`config.mk`:
```
export PLATFORM = sky130hd
export DESIGN_NAME = wm8731_i2c_cmd_sched_flat
export DESIGN_NICKNAME = d
export VERILOG_FILES = /design/src/rtl/wm8731_i2c_cmd_sched_pkg.sv /design/src/rtl/wm8731_i2c_cmd_sched_if.sv /design/src/rtl/wm8731_i2c_cmd_sched_rr_arbiter.sv /design/src/rtl/wm8731_i2c_cmd_sched.sv /design/src/flat_wrapper.sv
export SDC_FILE = /design/constraint.sdc
export NUM_CORES = 1
export LEC_CHECK = 0
export CAP_MARGIN = 20
export CELL_PAD_IN_SITES_DETAIL_PLACEMENT = 0
export CELL_PAD_IN_SITES_GLOBAL_PLACEMENT = 1
export CORE_UTILIZATION = 44
export DETAILED_ROUTE_END_ITERATION = 8
export DONT_BUFFER_PORTS = 1
export PLACE_DENSITY = 0.75
export SLEW_MARGIN = 40
export SYNTH_ARGS = -nofsm -noshare
export SYNTH_HDL_FRONTEND = slang
export SYNTH_SLANG_ARGS = --single-unit
```
`constraint.sdc`:
```
create_clock -name clk -period 2.3 [get_ports clk]
set_input_delay 0.575 -clock clk [delete_from_list [all_inputs] [get_ports clk]]
set_output_delay 0.575 -clock clk [all_outputs]
set_load 0.02 [all_outputs]
```
`src/rtl/wm8731_i2c_cmd_sched_pkg.sv`:
```
// -----------------------------------------------------------------------------
// wm8731_i2c_cmd_sched_pkg
// Shared definitions for the WM8731 I2C command scheduler:
//   - state_t          : scheduler FSM state encoding
//   - DEV_ADDR_DEFAULT : WM8731 write address (CSB low)
//   - make_frame()     : builds the 24-bit {dev, byte2, byte3} I2C frame from a
//                        requester slice {reg_addr[6:0], reg_data[8:0]}
// -----------------------------------------------------------------------------
package wm8731_i2c_cmd_sched_pkg;

    typedef enum logic [2:0] {
        ST_IDLE  = 3'd0,
        ST_ISSUE = 3'd1,
        ST_WAIT  = 3'd2,
        ST_GAP   = 3'd3,
        ST_RESP  = 3'd4
    } state_t;

    localparam logic [7:0] DEV_ADDR_DEFAULT = 8'h34;
    localparam int         SLICE_W          = 16;
    localparam int         FRAME_W          = 24;

    // byte2 = {reg_addr[6:0], reg_data[8]}, byte3 = reg_data[7:0]; the device
    // address R/W bit is always forced to write.
    function automatic logic [FRAME_W-1:0] make_frame(input logic [7:0]         dev,
                                                      input logic [SLICE_W-1:0] slice);
        return {dev[7:1], 1'b0, slice[15:9], slice[8], slice[7:0]};
    endfunction

endpackage

```
`src/rtl/wm8731_i2c_cmd_sched_if.sv`:
```
// -----------------------------------------------------------------------------
// wm8731_i2c_cmd_sched_if
// Bundles the requester handshake and the I2C engine handshake of the command
// scheduler.
//   req_valid/req_data/req_ready : requester write requests (valid/ready)
//   resp_done/resp_err           : per-requester completion pulse + error flag
//   i2c_req/i2c_wdata            : frame start pulse and frame to the engine
//   i2c_busy/i2c_done/i2c_nack   : engine status
// Modports: master = scheduler side, slave = requesters + engine side.
// -----------------------------------------------------------------------------
interface wm8731_i2c_cmd_sched_if
    import wm8731_i2c_cmd_sched_pkg::*;
#(
    parameter int NREQ = 3
) ();
    logic [NREQ-1:0]         req_valid;
    logic [SLICE_W*NREQ-1:0] req_data;
    logic [NREQ-1:0]         req_ready;
    logic [NREQ-1:0]         resp_done;
    logic [NREQ-1:0]         resp_err;
    logic                    i2c_req;
    logic [FRAME_W-1:0]      i2c_wdata;
    logic                    i2c_busy;
    logic                    i2c_done;
    logic                    i2c_nack;

    modport master (
        input  req_valid, req_data, i2c_busy, i2c_done, i2c_nack,
        output req_ready, resp_done, resp_err, i2c_req, i2c_wdata
    );

    modport slave (
        output req_valid, req_data, i2c_busy, i2c_done, i2c_nack,
        input  req_ready, resp_done, resp_err, i2c_req, i2c_wdata
    );
endinterface

```
`src/rtl/wm8731_i2c_cmd_sched_rr_arbiter.sv`:
```
// -----------------------------------------------------------------------------
// wm8731_i2c_cmd_sched_rr_arbiter
// Combinational round-robin pick: first requester with i_req set at or after
// i_ptr, wrapping at NREQ.
//   i_req   in  NREQ   request vector
//   i_ptr   in  IDX_W  highest-priority index (must be < NREQ)
//   o_grant out NREQ   onehot grant (0 when no request)
//   o_idx   out IDX_W  index of the granted requester
//   o_any   out 1      at least one request present
// -----------------------------------------------------------------------------
module wm8731_i2c_cmd_sched_rr_arbiter #(
    parameter int NREQ  = 3,
    parameter int IDX_W = $clog2(NREQ)
) (
    input  logic [NREQ-1:0]  i_req,
    input  logic [IDX_W-1:0] i_ptr,
    output logic [NREQ-1:0]  o_grant,
    output logic [IDX_W-1:0] o_idx,
    output logic             o_any
);
    logic [IDX_W-1:0] w_j;

    always_comb begin
        o_grant = '0;
        o_idx   = '0;
        o_any   = 1'b0;
        w_j     = '0;
        for (int k = 0; k < NREQ; k++) begin
            w_j = IDX_W'((int'(i_ptr) + k) % NREQ);
            if (!o_any && i_req[w_j]) begin
                o_any        = 1'b1;
                o_grant[w_j] = 1'b1;
                o_idx        = w_j;
            end
        end
    end
endmodule

```
`src/rtl/wm8731_i2c_cmd_sched.sv`:
```
// -----------------------------------------------------------------------------
// wm8731_i2c_cmd_sched
// Shares one I2C write engine between NREQ requesters. Round-robin grants one
// WM8731 register write at a time, formats the 24-bit frame, issues it,
// re-issues on NACK after RETRY_GAP idle cycles (up to MAX_RETRY times), aborts
// after TIMEOUT cycles without i2c_done, and returns done/err to the requester.
//   clk, rst_n  : clock, asynchronous active-low reset
//   bus         : wm8731_i2c_cmd_sched_if.master (requester + engine handshakes)
//   sched_busy  : scheduler not idle
//   err_cnt     : saturating count of error responses
// -----------------------------------------------------------------------------
module wm8731_i2c_cmd_sched
    import wm8731_i2c_cmd_sched_pkg::*;
#(
    parameter int         NREQ      = 3,
    parameter logic [7:0] DEV_ADDR  = DEV_ADDR_DEFAULT,
    parameter int         MAX_RETRY = 3,
    parameter int         RETRY_GAP = 1000,
    parameter int         TIMEOUT   = 2_000_000
) (
    input  logic                         clk,
    input  logic                         rst_n,
    wm8731_i2c_cmd_sched_if.master       bus,
    output logic                         sched_busy,
    output logic [7:0]                   err_cnt
);
    localparam int          IDX_W     = $clog2(NREQ);
    localparam logic [31:0] TMO_LOAD  = 32'(TIMEOUT - 1);
    localparam logic [31:0] GAP_LOAD  = 32'(RETRY_GAP - 1);
    localparam logic [31:0] RETRY_MAX = 32'(MAX_RETRY);

    function automatic logic [7:0] sat_inc8(input logic [7:0] v, input logic inc);
        return (inc && (v != 8'hFF)) ? v + 8'd1 : v;
    endfunction

    function automatic logic [NREQ-1:0] onehot(input logic [IDX_W-1:0] idx);
        logic [NREQ-1:0] v;
        v      = '0;
        v[idx] = 1'b1;
        return v;
    endfunction

    state_t               r_state;
    logic [IDX_W-1:0]     r_ptr;
    logic [IDX_W-1:0]     r_gidx;
    logic [FRAME_W-1:0]   r_i2c_wdata;
    logic [NREQ-1:0]      r_resp_done;
    logic [NREQ-1:0]      r_resp_err;
    logic                 r_err;
    logic [7:0]           r_err_cnt;
    logic [31:0]          r_tmo_cnt;
    logic [31:0]          r_gap_cnt;
    logic [31:0]          r_retry_cnt;

    logic [NREQ-1:0]      w_grant;
    logic [IDX_W-1:0]     w_gidx;
    logic                 w_any;
    logic                 w_accept;
    logic [SLICE_W-1:0]   w_slice;

    wm8731_i2c_cmd_sched_rr_arbiter #(
        .NREQ  (NREQ),
        .IDX_W (IDX_W)
    ) u_arb (
        .i_req   (bus.req_valid),
        .i_ptr   (r_ptr),
        .o_grant (w_grant),
        .o_idx   (w_gidx),
        .o_any   (w_any)
    );

    // Slice of the granted requester, picked with constant part-selects.
    always_comb begin
        w_slice = '0;
        for (int i = 0; i < NREQ; i++) begin
            if (w_gidx == IDX_W'(i)) begin
                w_slice = bus.req_data[i*SLICE_W +: SLICE_W];
            end
        end
    end

    assign w_accept      = (r_state == ST_IDLE) && w_any;
    assign bus.req_ready = (r_state == ST_IDLE) ? w_grant : '0;
    // Decoded from state so the frame starts in the first ISSUE cycle the
    // engine is free (accept at cycle 0 -> i2c_req at cycle 1).
    assign bus.i2c_req   = (r_state == ST_ISSUE) && !bus.i2c_busy;
    assign bus.i2c_wdata = r_i2c_wdata;
    assign bus.resp_done = r_resp_done;
    assign bus.resp_err  = r_resp_err;
    assign sched_busy    = (r_state != ST_IDLE);
    assign err_cnt       = r_err_cnt;

    always_ff @(posedge clk or negedge rst_n) begin
        if (!rst_n) begin
            r_state     <= ST_IDLE;
            r_ptr       <= '0;
            r_gidx      <= '0;
            r_i2c_wdata <= '0;
            r_resp_done <= '0;
            r_resp_err  <= '0;
            r_err       <= 1'b0;
            r_err_cnt   <= '0;
            r_tmo_cnt   <= '0;
            r_gap_cnt   <= '0;
            r_retry_cnt <= '0;
        end else begin
            r_resp_done <= '0;
            r_resp_err  <= '0;
            case (r_state)
                ST_IDLE: begin
                    if (w_accept) begin
                        r_gidx      <= w_gidx;
                        r_i2c_wdata <= make_frame(DEV_ADDR, w_slice);
                        r_retry_cnt <= '0;
                        r_state     <= ST_ISSUE;
                    end
                end
                ST_ISSUE: begin
                    if (!bus.i2c_busy) begin
                        r_tmo_cnt <= TMO_LOAD;
                        r_state   <= ST_WAIT;
                    end
                end
                ST_WAIT: begin
                    // i2c_done is checked first so a done on the expiry cycle wins.
                    if (bus.i2c_done) begin
                        if (!bus.i2c_nack) begin
                            r_err       <= 1'b0;
                            r_resp_done <= onehot(r_gidx);
                            r_state     <= ST_RESP;
                        end else if (r_retry_cnt < RETRY_MAX) begin
                            r_retry_cnt <= r_retry_cnt + 32'd1;
                            r_gap_cnt   <= GAP_LOAD;
                            r_state     <= ST_GAP;
                        end else begin
                            r_err       <= 1'b1;
                            r_resp_done <= onehot(r_gidx);
                            r_resp_err  <= onehot(r_gidx);
                            r_state     <= ST_RESP;
                        end
                    end else if (r_tmo_cnt == '0) begin
                        r_err       <= 1'b1;
                        r_resp_done <= onehot(r_gidx);
                        r_resp_err  <= onehot(r_gidx);
                        r_state     <= ST_RESP;
                    end else begin
                        r_tmo_cnt <= r_tmo_cnt - 32'd1;
                    end
                end
                ST_GAP: begin
                    if (r_gap_cnt == '0) begin
                        r_state <= ST_ISSUE;
                    end else begin
                        r_gap_cnt <= r_gap_cnt - 32'd1;
                    end
                end
                ST_RESP: begin
                    r_err_cnt <= sat_inc8(r_err_cnt, r_err);
                    r_ptr     <= (r_gidx == IDX_W'(NREQ - 1)) ? '0 : r_gidx + 1'b1;
                    r_state   <= ST_IDLE;
                end
                default: begin
                    r_state <= ST_IDLE;
                end
            endcase
        end
    end
endmodule
```
`src/flat_wrapper.sv`:
```
// flat-port wrapper written by rule: the top's interface ports become plain ports
module wm8731_i2c_cmd_sched_flat import wm8731_i2c_cmd_sched_pkg::*;
#(
    parameter int         NREQ      = 3,
    parameter logic [7:0] DEV_ADDR  = DEV_ADDR_DEFAULT,
    parameter int         MAX_RETRY = 3,
    parameter int         RETRY_GAP = 1000,
    parameter int         TIMEOUT   = 2_000_000
)
  (clk, rst_n, sched_busy, err_cnt, bus_req_valid, bus_req_data, bus_i2c_busy, bus_i2c_done, bus_i2c_nack, bus_req_ready, bus_resp_done, bus_resp_err, bus_i2c_req, bus_i2c_wdata);
  wm8731_i2c_cmd_sched_if #(.NREQ(NREQ)) bus_i ();
  input  logic clk;
  input  logic rst_n;
  output logic sched_busy;
  output logic [7:0] err_cnt;
  input wire logic [$bits(bus_i.req_valid)-1:0] bus_req_valid;
  input wire logic [$bits(bus_i.req_data)-1:0] bus_req_data;
  input wire logic [$bits(bus_i.i2c_busy)-1:0] bus_i2c_busy;
  input wire logic [$bits(bus_i.i2c_done)-1:0] bus_i2c_done;
  input wire logic [$bits(bus_i.i2c_nack)-1:0] bus_i2c_nack;
  output wire logic [$bits(bus_i.req_ready)-1:0] bus_req_ready;
  output wire logic [$bits(bus_i.resp_done)-1:0] bus_resp_done;
  output wire logic [$bits(bus_i.resp_err)-1:0] bus_resp_err;
  output wire logic [$bits(bus_i.i2c_req)-1:0] bus_i2c_req;
  output wire logic [$bits(bus_i.i2c_wdata)-1:0] bus_i2c_wdata;
  assign bus_i.req_valid = bus_req_valid;
  assign bus_i.req_data = bus_req_data;
  assign bus_i.i2c_busy = bus_i2c_busy;
  assign bus_i.i2c_done = bus_i2c_done;
  assign bus_i.i2c_nack = bus_i2c_nack;
  assign bus_req_ready = bus_i.req_ready;
  assign bus_resp_done = bus_i.resp_done;
  assign bus_resp_err = bus_i.resp_err;
  assign bus_i2c_req = bus_i.i2c_req;
  assign bus_i2c_wdata = bus_i.i2c_wdata;
  wm8731_i2c_cmd_sched #(.NREQ(NREQ), .DEV_ADDR(DEV_ADDR), .MAX_RETRY(MAX_RETRY), .RETRY_GAP(RETRY_GAP), .TIMEOUT(TIMEOUT)) u_core (.clk(clk), .rst_n(rst_n), .bus(bus_i), .sched_busy(sched_busy), .err_cnt(err_cnt));
endmodule
```
---- After elaboration in Yosys (flattened, before gate mapping) ----
Cells that the tools add are included.
storage, ports and cells
  register bits after elaboration ......... 135
  bits of input ports ..................... 56
  output and inout bits ................... 43
  logic and storage cells ................. 141
operators by class
  add/sub/neg operators ................... 7
  divide/modulo/power cells ............... 3
  magnitude comparators ................... 9
  eq/ne operators ......................... 19
  multiplexer cells ....................... 62
  bitwise logic cells ..................... 2
  reduce and logical (&&, ||, !) cells .... 28
operators by type and width
  operator                                                                              count
  32-bit two-way mux                                                                    11
  32-bit one-hot mux with 2 select lines                                                3
  32-bit zero test                                                                      2
  32-bit by 3-bit remainder unit with 32-bit output (second input constant)             2
  32-bit by 1-bit subtractor with 32-bit output (second input constant)                 2
  3-bit two-way mux                                                                     19
  16-bit two-way mux                                                                    3
  32-bit by 1-bit adder with 32-bit output (second input constant)                      1
  32-bit by 2-bit less-than comparator with 1-bit output (second input constant)        1
  3-bit by 3-bit remainder unit with 32-bit output (second input constant)              1
  1-bit two-way mux                                                                     14
  2-bit by 3-bit less-than comparator with 1-bit output (second input constant)         4
  2-bit inequality test (second input constant)                                         6
  3-bit one-hot mux with 4 select lines                                                 1
  5-bit AND reduction                                                                   2
  1-bit logical AND                                                                     9
  8-bit by 1-bit adder with 8-bit output (second input constant)                        1
  1-bit demux with 2-bit select                                                         4
  2-bit by 1-bit greater-or-equal comparator with 1-bit output (second input constant)  4
  2-bit two-way mux                                                                     4
  8-bit inequality test (second input constant)                                         1
  4-bit AND reduction                                                                   2
  2-bit nonzero test                                                                    4
  1-bit binary-select mux with 2-bit select                                             3
  other kinds (18)                                                                      26

---- Depth between registers and ports, before layout ----
  depth in word-level cells ............... 14
  depth in mapped cells ................... 9
  gate-level depth less buffers ........... 7

---- By module ----
From an unflattened synthesis, not the netlist that was laid out.
second synthesis, totals
  cells, all modules ...................... 720
  area total of the unflattened synthesis .. 6,970.4 µm²
by module, submodules not included
  module                           times used  cells each  area each (µm²)  sequential area each (µm²)
  wm8731_i2c_cmd_sched             1           667         6,622.6          3,378.2
  wm8731_i2c_cmd_sched_rr_arbiter  1           53          347.8            0.0

---- Least setup slack after synthesis ----
Ideal clock, no wire load.
  path kind ............................... input to output
  from .................................... in bus_req_valid[2]
  to ...................................... out bus_req_ready[2]
  arrival time ............................ 2.068 ns
  data required time ...................... 1.725 ns
  path slack .............................. -0.343 ns
  stages .................................. 7
  buffers on the path ..................... 2
  cells stage by stage .................... clkbuf_1 -> mux2i_1 -> o22a_1 -> clkbuf_1 -> o21ai_0 -> a21o_1 -> a21oi_1
between the ends
  longest elaborated chain between the ends .. 10
  elaborated cells on any way between the ends .. 18
  classes of those cells .................. mux (12); bitwise (2); reduce/logical (4)
RTL lines
  item                                       RTL line                               source
  from (decl)                                flat_wrapper.sv:16                     input wire logic [$bits(bus_i.req_valid)-1:0] bus_req_valid;
  1-bit binary-select mux with 2-bit select  wm8731_i2c_cmd_sched_rr_arbiter.sv:30  if (!o_any && i_req[w_j]) begin
  1-bit two-way mux (implied by the code)    wm8731_i2c_cmd_sched_rr_arbiter.sv:30
  1-bit two-way mux                          wm8731_i2c_cmd_sched_rr_arbiter.sv:30
  1-bit zero test                            wm8731_i2c_cmd_sched_rr_arbiter.sv:30
  1-bit logical AND                          wm8731_i2c_cmd_sched_rr_arbiter.sv:30
  1-bit two-way mux                          wm8731_i2c_cmd_sched_rr_arbiter.sv:30
  1-bit zero test                            wm8731_i2c_cmd_sched_rr_arbiter.sv:30
  1-bit logical AND                          wm8731_i2c_cmd_sched_rr_arbiter.sv:30
  3-bit two-way mux (*)                      wm8731_i2c_cmd_sched_rr_arbiter.sv:30
  3-bit two-way mux (*)                      wm8731_i2c_cmd_sched.sv:83             assign bus.req_ready = (r_state == ST_IDLE) ? w_grant : '0;
  to (decl)                                  flat_wrapper.sv:21                     output wire logic [$bits(bus_i.req_ready)-1:0] bus_req_ready;
Mark *: on every way between the ends. The rest lies on a longest branch, timed or not. The select of a mux whose other input is x is not followed.

---- Worst setup path after layout ----
  from .................................... reg u_core.r_ptr[1]
  to ...................................... out bus_req_ready[0]
between the ends
  longest elaborated chain between the ends .. 11
  elaborated cells on any way between the ends .. 38
  classes of those cells .................. add/sub (2); div (3); order compare (6); mux (18); bitwise (2); reduce/logical (7)
RTL lines
  item                                                                                                        RTL line                               source
  from (decl)                                                                                                 wm8731_i2c_cmd_sched.sv:44             logic [IDX_W-1:0] r_ptr;
  from (signal assigned)                                                                                      wm8731_i2c_cmd_sched.sv:159            r_ptr <= (r_gidx == IDX_W'(NREQ - 1)) ? '0 : r_gidx + 1'b1;
  2-bit by 1-bit adder with 3-bit output or 3-bit by 3-bit remainder unit with 32-bit output (tied branches)  wm8731_i2c_cmd_sched_rr_arbiter.sv:29  w_j = IDX_W'((int'(i_ptr) + k) % NREQ);
  32-bit by 3-bit remainder unit with 32-bit output (tied with other cells)                                   wm8731_i2c_cmd_sched_rr_arbiter.sv:29
  2-bit by 3-bit less-than comparator with 1-bit output (implied by the code) (tied with other cells)         wm8731_i2c_cmd_sched_rr_arbiter.sv:32  o_grant[w_j] = 1'b1;
  1-bit logical AND (implied by the code) (tied with other cells)                                             wm8731_i2c_cmd_sched_rr_arbiter.sv:32
  1-bit two-way mux (implied by the code) (tied with other cells)                                             wm8731_i2c_cmd_sched_rr_arbiter.sv:32
  1-bit demux with 2-bit select (tied with other cells)                                                       wm8731_i2c_cmd_sched_rr_arbiter.sv:32
  3-bit OR (no source line) or 1-bit two-way mux (tied branches)                                              --
  3-bit two-way mux or 1-bit zero test (tied branches)                                                        wm8731_i2c_cmd_sched_rr_arbiter.sv:30
  3-bit OR (no source line) or 1-bit logical AND (tied branches)                                              --
  3-bit two-way mux (*)                                                                                       wm8731_i2c_cmd_sched_rr_arbiter.sv:30
  3-bit two-way mux (*)                                                                                       wm8731_i2c_cmd_sched.sv:83
Marks and branches as above.

==> results.txt <==
- For this run the aggregate overflow at the end of global routing stands at 0.
* Average wire per standard cell: 17.2 um
- Post-layout worst setup margin: -459 ps
- The final layout contains 895 nets.
* Largest stage delay on the critical path: 440 ps
- Top cells by instance count after synthesis: dfrtp_1 (135), o21ai_0 (59), nor2_1 (41), clkbuf_1 (40), a21oi_1 (39)
- TritonCTS built the clock tree.
- Post-placement cell count: 979
* Post-route DRC violation count: 0
- In this run the worst path has a maximum fanout of 3.
* Number of fillers in the final layout: 1276
* Main area contributors after synthesis: dfrtp_1 (48%), o21ai_0 (4.2%), o31ai_1 (3.7%)
- Synthesized netlist cell count: 734
- DP Worst Slack: -118 ps
- Die height: 128 um
- Leakage power: 3.89 nW
- Counting flops with an async set or reset pin after synthesis yields a share of 1.00.
- Power Density: 1150 nW/um^2
- After the first detailed-routing iteration, the DRC count stood at 351.
- Run status: finished with violations
- Most frequent cell after synthesis: dfrtp_1
* Site row count: 45
- Per-cell via count in the routed design: 5.87
- Of the cells placed in the final design, the portion with a size suffix greater than 1 is 0.302.
- For this configuration, the core starts out at a cell density of 0.456.
* Worst IR Drop VDD: 0.792 mV
- Final setup violating endpoints: 21
- Max_slew headroom: 0.614
* Max Clock Freq: 0.362 GHz
* Number of antenna violations at the first check in global routing: 0
- The tree is rooted in a clkbuf_16.
* Die outline area: 16500 um^2
- Synthesis Warnings: 0
- Number of nets still failing antenna checks after routing: 0
- Failing checks: negative hold slack, negative setup slack
- The longest clock path from root to sink contains 2 buffers.
* Element type at the critical path end: output port
* Actual transition at the worst max-transition pin: 579 ps
- Antenna Diode Count: 0
- Final Cycle Share: 1.20
* Number of global-route vias before repair: 6032
* CTS H-tree depth: 4
- Port buffering added 0 buffers.
- The core region is approximately 15000 um^2.
- The number of different library cells used by synthesis comes to 68.
- Placement Cell Area: 7760 um^2
- Count of max-cap constraint violations: 0
- For this run, the register share of the synthesized area comes to 0.480.
- Horizontal die dimension: 128 um
- Cell Count, Final, Fillers Out: 1054
- Storage cell area: 3380 um^2
- CTS clock-pin slew for the worst setup and hold paths: approximately 60 ps
- Synthesis inferred 135 register bits.
- The number of max-slew violations in the final report is 0.
* Setup crit start kind: flop
* Class of the most critical hold timing path: in2async
- Entering global routing, the biggest net connects 136 pins.
- Across every metal layer, demand over resource in global routing totals 0.224.
- The first global-routing pass estimated 29100 um of wire.
* Placer Congestion: between 0.7 and 0.8
- Once detailed placement completed, the half-perimeter wirelength came to 11700 um.
- Cell with the biggest individual delay on the critical path: dfrtp_1
- The later pin in the worst-skew pair is clocked with a latency of 430 ps.
* Number of top-level pins: 99
* Worst Path Required: 1730 ps
- For this design, the sink count on the clock tree is 135.
- Total count of hold-check failures in the final report: 135
- The worst path in the final design needs a cycle of around 2800 ps, including I/O delays and setup.
- Final-layout worst hold slack: -151 ps
- Synth-to-Final Area Change: 31.2%
- Post-detailed-routing wire length: 18100 um
- Pre-Repair DR Iteration Count: 4
* Commonest register cell after synthesis: dfrtp_1
* Final instance area: 9240 um^2
* Kind of critical path: reg2out
- Vias: 6188
- Summed over all instances, the cell type with the most area after synthesis is dfrtp_1.
- Cells traversed along the worst timing path: inv_2 -> ha_4 -> mux2i_2 -> o211ai_1 -> o2bb2ai_2 -> a22oi_1 -> a211oi_2 -> buf_4
* Share of Yosys cell area claimed by the top area cell type: 0.480
- Post-route setup TNS: -1820 ps
* Setup repair after global routing missed its margin: yes
- Post-Route Skew: 8.27 ps
- In this run the cell area of the synthesized design comes to between 7000 and 8000 um^2.
* Number of synthesized flops with an enable pin: 0
- Number of CTS-inserted buffers: 17
- WP data arrival: 2180 ps
* Mean area per synthesized cell: 9.59 um^2
- In the final layout, the multi-input gates occupy 3880 um^2.
what timing repair did:
| item | CTS | global route |
|---|---|---|
| hold endpoints to repair | 135 | 135 |
| cloned | 3 | 3 |
| resized for setup | 46 | 107 |
| pin swaps | 43 | 49 |
| setup endpoints to repair | 24 | 80 |
| buffers inserted | 21 | 21 |
cells by family after synthesis:
group,after synthesis,share of synthesized area
buf+inv,70,0.0423
flops,135,0.480
mux,14,0.0199
fa+ha+maj,9,0.0160
xor+xnor,9,0.0112
compound gates,195,0.180
simple gates,301,0.250
other cells,1,0.000533
final timing paths:
kind	from	end	slack (ps)	depth (start not counted)
worst min-delay path	rst_n	u_core.r_tmo_cnt[7]	-150	0
worst min register to register	u_core.r_gap_cnt[30]	u_core.r_gap_cnt[30]	470	1
min in group clk	bus_req_data[47]	u_core.bus.i2c_wdata[15]	310	2
worst max register to register	u_core.r_gap_cnt[7]	u_core.r_gap_cnt[22]	-80	7
max in group asynchronous	rst_n	u_core.r_gap_cnt[2]	2280	0
worst max-delay path	u_core.r_ptr[1]	bus_req_ready[0]	-460	8
cells in the final DEF, fill, tap and decap left out, types with 10 or more instances in the layout:
| cell | synthesis | routed |
|---|---|---|
| or3_1 | 26 | 25 |
| dfrtp_1 | 135 | 134 |
| nor3_1 | 23 | 17 |
| nand2b_1 | 10 | 10 |
| o31ai_1 | 35 | 29 |
| mux2i_1 | 14 | 11 |
| buf_4 | 7 | 99 |
| inv_1 | 20 | 16 |
| nor2_1 | 41 | 40 |
| nand3_1 | 31 | 30 |
| buf_6 | 1 | 20 |
| a21oi_1 | 39 | 30 |
| nor4_1 | 17 | 13 |
| and2_1 | 33 | 33 |
| nand2_1 | 31 | 29 |
| or4_1 | 26 | 16 |
| and3_1 | 17 | 15 |
| clkbuf_16 | 0 | 17 |
| or4_4 | 2 | 12 |
| o21ai_0 | 59 | 41 |
cell type report:
class,instances,share of cell area
multi-input combinational,533,0.420
clock buffer,19,0.0479
sequential,135,0.366
timing repair buffer,123,0.114
clock inverter,13,0.0148
tap,211,0.0286
inverter,20,0.00894
state kept, by name (all words and copies together), names as in the netlist:
signal                count
u_core.r_gidx             2
u_core.r_retry_cnt       32
u_core.bus.resp_err       3
u_core.r_state            3
u_core.r_ptr              2
u_core.r_err              1
u_core.r_gap_cnt         32
u_core.r_tmo_cnt         32
u_core.err_cnt            8
u_core.bus.i2c_wdata     17
u_core.bus.resp_done      3
worst max-delay path: cells and delay by family, from the launching register on:
family,cells,cell delay [ps]
buffers and inverters,2,290
muxes,1,250
AOI/OAI and AO/OA,4,650
DFF,1,440
adders and majority gates,1,150
power breakdown:
part           internal [mW]  leakage (nW)  switching, mW  total (mW)
Clock                   1.55         0.281           1.12        2.67
Combinational           2.04          1.89           2.43        4.47
Sequential              2.86          1.73          0.639        3.49
stage by stage:
step,power [mW],utilization,hold WS [ps]
4_1_cts,9.99,0.563,-166
6_report,10.6,0.599,-151
5_1_grt,11.3,0.599,-174
2_1_floorplan,5.78,-,279
3_5_place_dp,6.87,0.503,286
3_3_place_gp,6.75,0.503,285
routing by layer:
layer	vias up	share of wire	GRT usage
met3	19	0.053	0.0636
li1	2942	-	-
met4	0	0.013	0.0740
met5	-	0	0
met1	3064	0.43	0.279
met2	163	0.50	0.376
Power figures use the tool's default switching activity.
